[config.mk]
export PLATFORM = sky130hd
export DESIGN_NAME = mem_arbiter
export DESIGN_NICKNAME = d
export VERILOG_FILES = /design/src/rtl/mem_arbiter_pkg.sv /design/src/rtl/mem_arbiter.sv
export SDC_FILE = /design/constraint.sdc
export NUM_CORES = 1
export LEC_CHECK = 0
export CORE_MARGIN = 2
export CORE_UTILIZATION = 46
export DETAILED_ROUTE_END_ITERATION = 10
export GPL_TIMING_DRIVEN = 0
export PLACE_DENSITY = 0.88
export SYNTH_ARGS = -nofsm -noshare
export SYNTH_HDL_FRONTEND = slang
export SYNTH_SLANG_ARGS = --single-unit
[constraint.sdc]
create_clock -name clk -period 3.15 [get_ports clk]
set_input_delay 0.63 -clock clk [delete_from_list [all_inputs] [get_ports clk]]
set_output_delay 0.63 -clock clk [all_outputs]
set_load 0.03 [all_outputs]
[src/rtl/mem_arbiter_pkg.sv]
// -----------------------------------------------------------------------------
// mem_arbiter_pkg
//   Shared definitions for the instruction/data memory bus arbiter: the FSM
//   state encoding, the default bus timeout and the data value returned when
//   a transaction is ended by timeout instead of by an acknowledge.
// -----------------------------------------------------------------------------
package mem_arbiter_pkg;

  // Arbiter states (3-bit encoding).
  typedef enum logic [2:0] {
    ArbIdle   = 3'd0,
    ArbBusyIf = 3'd1,
    ArbBusyDm = 3'd2,
    ArbDoneIf = 3'd3,
    ArbDoneDm = 3'd4
  } arb_state_e;

  // Cycles a BUSY state may wait for mem_ack_i before giving up.
  localparam int ArbTimeoutDefault = 16;

  // Data returned to the requesting port after a timeout.
  localparam logic [31:0] ArbErrData = 32'h0;

  // Instruction fetches always read a full word.
  localparam logic [3:0] ArbFetchSel = 4'b1111;

endpackage : mem_arbiter_pkg

[src/rtl/mem_arbiter.sv]
// -----------------------------------------------------------------------------
// mem_arbiter
//   Shares one single-port memory bus between the instruction-fetch port and
//   the data-memory port of the 5-stage core. Data accesses win over fetches.
//   Each granted request becomes one bus transaction that ends on mem_ack_i or
//   after TIMEOUT cycles without an acknowledge (bus_err_o pulses). The result
//   is presented in a one-cycle DONE state, during which the port's stall
//   request drops.
//
// Ports
//   clk, rst          clock, asynchronous active-low reset
//   if_ce_i/addr_i    fetch request (level) and address
//   if_data_o         fetched instruction (registered)
//   if_stallreq_o     fetch not yet complete
//   dm_ce_i/we_i/sel_i/addr_i/data_i   data request, write flag, byte enables,
//                     address, write data
//   dm_data_o         read data (registered, unchanged by writes)
//   dm_stallreq_o     data access not yet complete
//   mem_ce_o/we_o/sel_o/addr_o/data_o  registered bus request
//   mem_data_i        bus read data, valid with mem_ack_i
//   mem_ack_i         one-cycle bus completion
//   bus_err_o         one-cycle pulse during the DONE cycle after a timeout
// -----------------------------------------------------------------------------
module mem_arbiter
  import mem_arbiter_pkg::*;
#(
  parameter int TIMEOUT = ArbTimeoutDefault,
  parameter int CNT_W   = 5
) (
  input  logic        clk,
  input  logic        rst,

  input  logic        if_ce_i,
  input  logic [31:0] if_addr_i,
  output logic [31:0] if_data_o,
  output logic        if_stallreq_o,

  input  logic        dm_ce_i,
  input  logic        dm_we_i,
  input  logic [3:0]  dm_sel_i,
  input  logic [31:0] dm_addr_i,
  input  logic [31:0] dm_data_i,
  output logic [31:0] dm_data_o,
  output logic        dm_stallreq_o,

  output logic        mem_ce_o,
  output logic        mem_we_o,
  output logic [3:0]  mem_sel_o,
  output logic [31:0] mem_addr_o,
  output logic [31:0] mem_data_o,
  input  logic [31:0] mem_data_i,
  input  logic        mem_ack_i,

  output logic        bus_err_o
);

  arb_state_e       state, state_nxt;
  logic [CNT_W-1:0] cnt;
  logic             cnt_expired;
  logic             in_busy;

  assign in_busy     = (state == ArbBusyIf) || (state == ArbBusyDm);
  assign cnt_expired = (cnt == CNT_W'(TIMEOUT - 1));

  // ---------------------------------------------------------------------------
  // State register
  // ---------------------------------------------------------------------------
  // NOTE: clocked state uses non-blocking (<=) so every flop samples the
  // pre-edge values; blocking here would create order-dependent races.
  always_ff @(posedge clk or negedge rst) begin
    if (!rst) state <= ArbIdle;
    else      state <= state_nxt;
  end

  // ---------------------------------------------------------------------------
  // Next-state logic
  // ---------------------------------------------------------------------------
  // NOTE: state_nxt gets a default before the case so no path leaves it
  // unassigned, which would otherwise infer a latch.
  always_comb begin
    state_nxt = state;
    unique case (state)
      ArbIdle: begin
        if (dm_ce_i)      state_nxt = ArbBusyDm;
        else if (if_ce_i) state_nxt = ArbBusyIf;
      end
      ArbBusyIf: if (mem_ack_i || cnt_expired) state_nxt = ArbDoneIf;
      ArbBusyDm: if (mem_ack_i || cnt_expired) state_nxt = ArbDoneDm;
      // DONE lasts exactly one cycle; requests seen here belong to the access
      // that just completed.
      ArbDoneIf: state_nxt = ArbIdle;
      ArbDoneDm: state_nxt = ArbIdle;
      default:   state_nxt = ArbIdle;
    endcase
  end

  // ---------------------------------------------------------------------------
  // Timeout counter: counts un-acknowledged BUSY cycles, zero everywhere else.
  // ---------------------------------------------------------------------------
  always_ff @(posedge clk or negedge rst) begin
    if (!rst) begin
      cnt <= '0;
    end else if (in_busy && !mem_ack_i && !cnt_expired) begin
      cnt <= cnt + 1'b1;
    end else begin
      cnt <= '0;
    end
  end

  // ---------------------------------------------------------------------------
  // Bus request, result and error registers
  // ---------------------------------------------------------------------------
  always_ff @(posedge clk or negedge rst) begin
    if (!rst) begin
      mem_ce_o   <= 1'b0;
      mem_we_o   <= 1'b0;
      mem_sel_o  <= '0;
      mem_addr_o <= '0;
      mem_data_o <= '0;
      if_data_o  <= '0;
      dm_data_o  <= '0;
      bus_err_o  <= 1'b0;
    end else begin
      bus_err_o <= 1'b0;
      unique case (state)
        ArbIdle: begin
          if (dm_ce_i) begin
            mem_ce_o   <= 1'b1;
            mem_we_o   <= dm_we_i;
            mem_sel_o  <= dm_sel_i;
            mem_addr_o <= dm_addr_i;
            mem_data_o <= dm_data_i;
          end else if (if_ce_i) begin
            mem_ce_o   <= 1'b1;
            mem_we_o   <= 1'b0;
            mem_sel_o  <= ArbFetchSel;
            mem_addr_o <= if_addr_i;
            mem_data_o <= '0;
          end
        end

        ArbBusyIf, ArbBusyDm: begin
          if (mem_ack_i || cnt_expired) begin
            // The bus cannot abort, so the result is latched even if the
            // requester has since dropped its request (pipeline flush).
            if (mem_ack_i) begin
              if (state == ArbBusyIf)  if_data_o <= mem_data_i;
              else if (!mem_we_o)      dm_data_o <= mem_data_i;
            end else begin
              if (state == ArbBusyIf)  if_data_o <= ArbErrData;
              else                     dm_data_o <= ArbErrData;
              bus_err_o <= 1'b1;
            end
            mem_ce_o   <= 1'b0;
            mem_we_o   <= 1'b0;
            mem_sel_o  <= '0;
            mem_addr_o <= '0;
            mem_data_o <= '0;
          end
        end

        default: ; // DONE states: outputs hold, bus already idle
      endcase
    end
  end

  // ---------------------------------------------------------------------------
  // Stall requests: held until the port's DONE cycle; forced low in reset.
  // ---------------------------------------------------------------------------
  assign if_stallreq_o = rst & if_ce_i & (state != ArbDoneIf);
  assign dm_stallreq_o = rst & dm_ce_i & (state != ArbDoneDm);

endmodule : mem_arbiter

==> reports/results.ini, run 1 <==
[synth]
ys_top_cells_by_area=dfrtp_1 58%, a21o_1 8.3%, nor3_1 5.7%
yosysTopAreaCell=dfrtp_1
async_reset_ff_frac=1.00
ys_seq_area_frac=0.576
synth.distinct_cells=33
syn-num-nets=707
netlist_area_sq_um=6210
synth_top_area_frac=0.576
synth-main-ff-cell=dfrtp_1
synth-seq-cells=143
syn_inst=567
synth_edf_count=0
synth_warnings=0
syn_area_per_cell_sq_um=11.0

[hold_path]
hp-class=in2async

[floorplanning]
coreArea_sq_um=13200
floorplan.rows=42
die_h_um=120
ios=275
start_util=0.469
die_x_um=120
die_area_sq_um=14500

[final_layout]
diodes=0
multi_input_area_sq_um=2220
nets=1001
drive_gt1_frac=0.0835
fin_util=0.744
register_area_sq_um=3580
final_cells=1050
n_fill_cell=946
area_growth_pct=58.5

[timing]
max_freq_mhz=358
fin_crit_ps=2790
rsz0062_at_grt=false
finalHoldViolCount=0
setup_viol=0
timing.final.crit_share=0.886
skew_ps=14.8
slew-limit-headroom=0.445
worstMarginPinSlew_ps=832
maxSlewViolCount=0
whs_ps=112
fin_setup_tns_ps=0

[route]
vias_per_cell=5.17
drt_iter0_drc=278
drc=0
ant_nets=0
firstDrtPassIters=4
wirelength_um=18700
wire_per_inst_um=17.8
vias=5426

[clock_tree]
cts_max_level=4
cts_tree=built
cts-root-buf=clkbuf_16
worstSkewPairLatency_ps=410
postCtsSetupBuffers=0
cts_sinks=143
cts.path.max_buffers=2
hold_buffers=0
path_clk_slew_ps=60
cts_made_buffers=17

[global_route]
grt_use_total=0.260
grt_pass1_vias=5587
grt_remaining_overflow=0
grt_first_pass_wirelength_um=29200
antenna_found_initial=0
grt_max_degree=75

[power_and_ir_drop]
ir_drop_mv=0.670
p_per_area_nw_per_um2=1100
p_leak_nw=4.77

[run]
drv_cap=0

[critical_path]
cp-end-kind=primary output
worstPathRequired_ps=2520
cp.arrival_ps=2160
setup.worst_path.start_class=input pin
worstPathMaxFanout=75
worst_path_max_delay_cell=clkdlybuf4s50_1
cpPeakStageDelay_ps=720
cp_top_family=buffers and inverters
worst-path-buf-inv=3
crit_type=in2out
crit_chain=buf_12 > buf_16 > nand2_1 > a31oi_1 > clkdlybuf4s50_1

[status]
outcome=completed

[placement]
placedCellCount=1017
finalWeightedCongestion=0.798
io_buffers=273
dp_hpwl_um=13900

layout by cell type (no fill, tap or decap), types with 2 or more instances in the layout:
cell type        instances
nand2_1                 35
clkdlybuf4s50_1        272
clkinv_2                 2
dfrtp_1                143
ha_1                     2
nor2_1                  10
o21ai_0                 22
buf_2                   18
nand3_1                 33
o21ai_1                  5
mux2i_1                 32
buf_4                    5
o21ai_2                  7
clkbuf_1                22
inv_1                   36
buf_6                    7
clkinvlp_4               2
a21o_1                  69
nor3_1                  71
and3_1                   3
clkinv_4                 4
nand2b_1                 2
a22o_1                  32
xor2_1                   2
clkbuf_16               18
bufinv_16                4
metal layers:
metal / up-vias / GRT usage / part of all wire
met3: 22 / 0.0915 / 0.098
met1: 2608 / 0.304 / 0.39
met5: - / 0 / 0
met2: 221 / 0.452 / 0.49
li1: 2575 / - / -
met4: 0 / 0.0727 / 0.019
worst reg2reg max path, delay by kind of cell (launching register included):
kind / cells / cell delay (ps)
and+or+nand+nor: 3 / 390
adders and majority gates: 2 / 420
AOI/OAI and AO/OA: 2 / 860
DFF: 1 / 380
buffers and inverters: 1 / 240
cells in the mapped netlist, drive strengths merged, types with 2 or more instances:
master	n
a21o	69
and3	3
nor3	71
o21ai	34
ha	2
nand2	35
nor2	10
inv	36
buf	30
mux2i	32
dfrtp	143
nand3	33
xor2	2
nand2b	2
a22o	32
a21oi	2
clkbuf	20
power breakdown:
part	internal, mW	total [mW]	leakage, nW	switching [mW]
Clock	1.33	2.11	0.298	0.776
Combinational	2.40	5.71	2.63	3.32
Sequential	2.58	3.01	1.84	0.425
path summary, 6_finish.rpt:
kind	start	to	slack (ps)	cells past startpoint
worst max-delay path	rst	if_stallreq_o	360	5
worst min-delay path	rst	dm_data_o[20]	110	1
worst max register to register	cnt[0]	dm_data_o[11]	780	8
worst min register to register	mem_addr_o[4]	mem_addr_o[4]	470	1
max in group asynchronous	rst	dm_data_o[7]	2440	2
min in group clk	mem_addr_o[4]	mem_addr_o[4]	470	1
kinds of logic (layout without fill, tap and decap cells):
kind of cell               Yosys count  count (layout)  share of synthesized area
xor gates and xnor gates             3               3                    0.00423
adders and majority gates            2               2                    0.00403
AOI/OAI and AO/OA                  144             144                      0.178
DFF                                143             143                      0.576
buffers and inverters               86             393                     0.0671
muxes                               32              32                     0.0516
and+or+nand+nor                    157             157                      0.120
sequential cells by signal (all words and copies together), names as in the netlist:
register and flops:
mem_addr_o 32, state 3, dm_data_o 32, mem_we_o 1, mem_sel_o 4, cnt 5, if_data_o 32, mem_data_o 32
mem_ce_o 1, bus_err_o 1
per-stage QoR:
step / worst slack (ps) / cell area (sq um) / power (mW)
floorplan: 1090 / 6210 / 6.46
global placement: -4710 / 9170 / 8.62
detailed placement: -91.6 / 9200 / 8.76
CTS: 14.2 / 9820 / 10.9
global route: 177 / 9850 / 11.4
finish: 359 / 9850 / 10.8
final cells by class:
| cell class | count | area share |
|---|---|---|
| timing repair buffer | 275 | 0.284 |
| sequential | 143 | 0.363 |
| tap | 176 | 0.0224 |
| multi-input combinational | 338 | 0.225 |
| buffer | 50 | 0.0286 |
| clock inverter | 13 | 0.0192 |
| clock buffer | 19 | 0.0439 |
| inverter | 36 | 0.0137 |
timing repair:
| action | in CTS | in global routing |
|---|---|---|
| gates resized for setup | 1 | 1 |
| setup endpoints to repair | 2 | 2 |
| gates cloned | 0 | 1 |
(Power assumes the default switching activity.)
==> run 2: changes to the inputs <==
--- a/config.mk
+++ b/config.mk
@@ -10,6 +10,7 @@
 export DETAILED_ROUTE_END_ITERATION = 10
 export GPL_TIMING_DRIVEN = 0
 export PLACE_DENSITY = 0.88
+export SKIP_LAST_GASP = 1
 export SYNTH_ARGS = -nofsm -noshare
 export SYNTH_HDL_FRONTEND = slang
 export SYNTH_SLANG_ARGS = --single-unit
==> results of run 2 <==
The final DEF is identical to that of run 1; final timing and power are the same.
==> run 3: changes to the inputs <==
--- a/config.mk
+++ b/config.mk
@@ -7,10 +7,12 @@
 export LEC_CHECK = 0
 export CORE_MARGIN = 2
 export CORE_UTILIZATION = 46
+export CTS_CLUSTER_SIZE = 16
 export DETAILED_ROUTE_END_ITERATION = 10
 export GPL_TIMING_DRIVEN = 0
 export PLACE_DENSITY = 0.88
 export SKIP_LAST_GASP = 1
+export SLEW_MARGIN = 5
 export SYNTH_ARGS = -nofsm -noshare
 export SYNTH_HDL_FRONTEND = slang
 export SYNTH_SLANG_ARGS = --single-unit
==> results of run 3 <==
The final DEF is identical to that of run 1; final timing and power are the same.
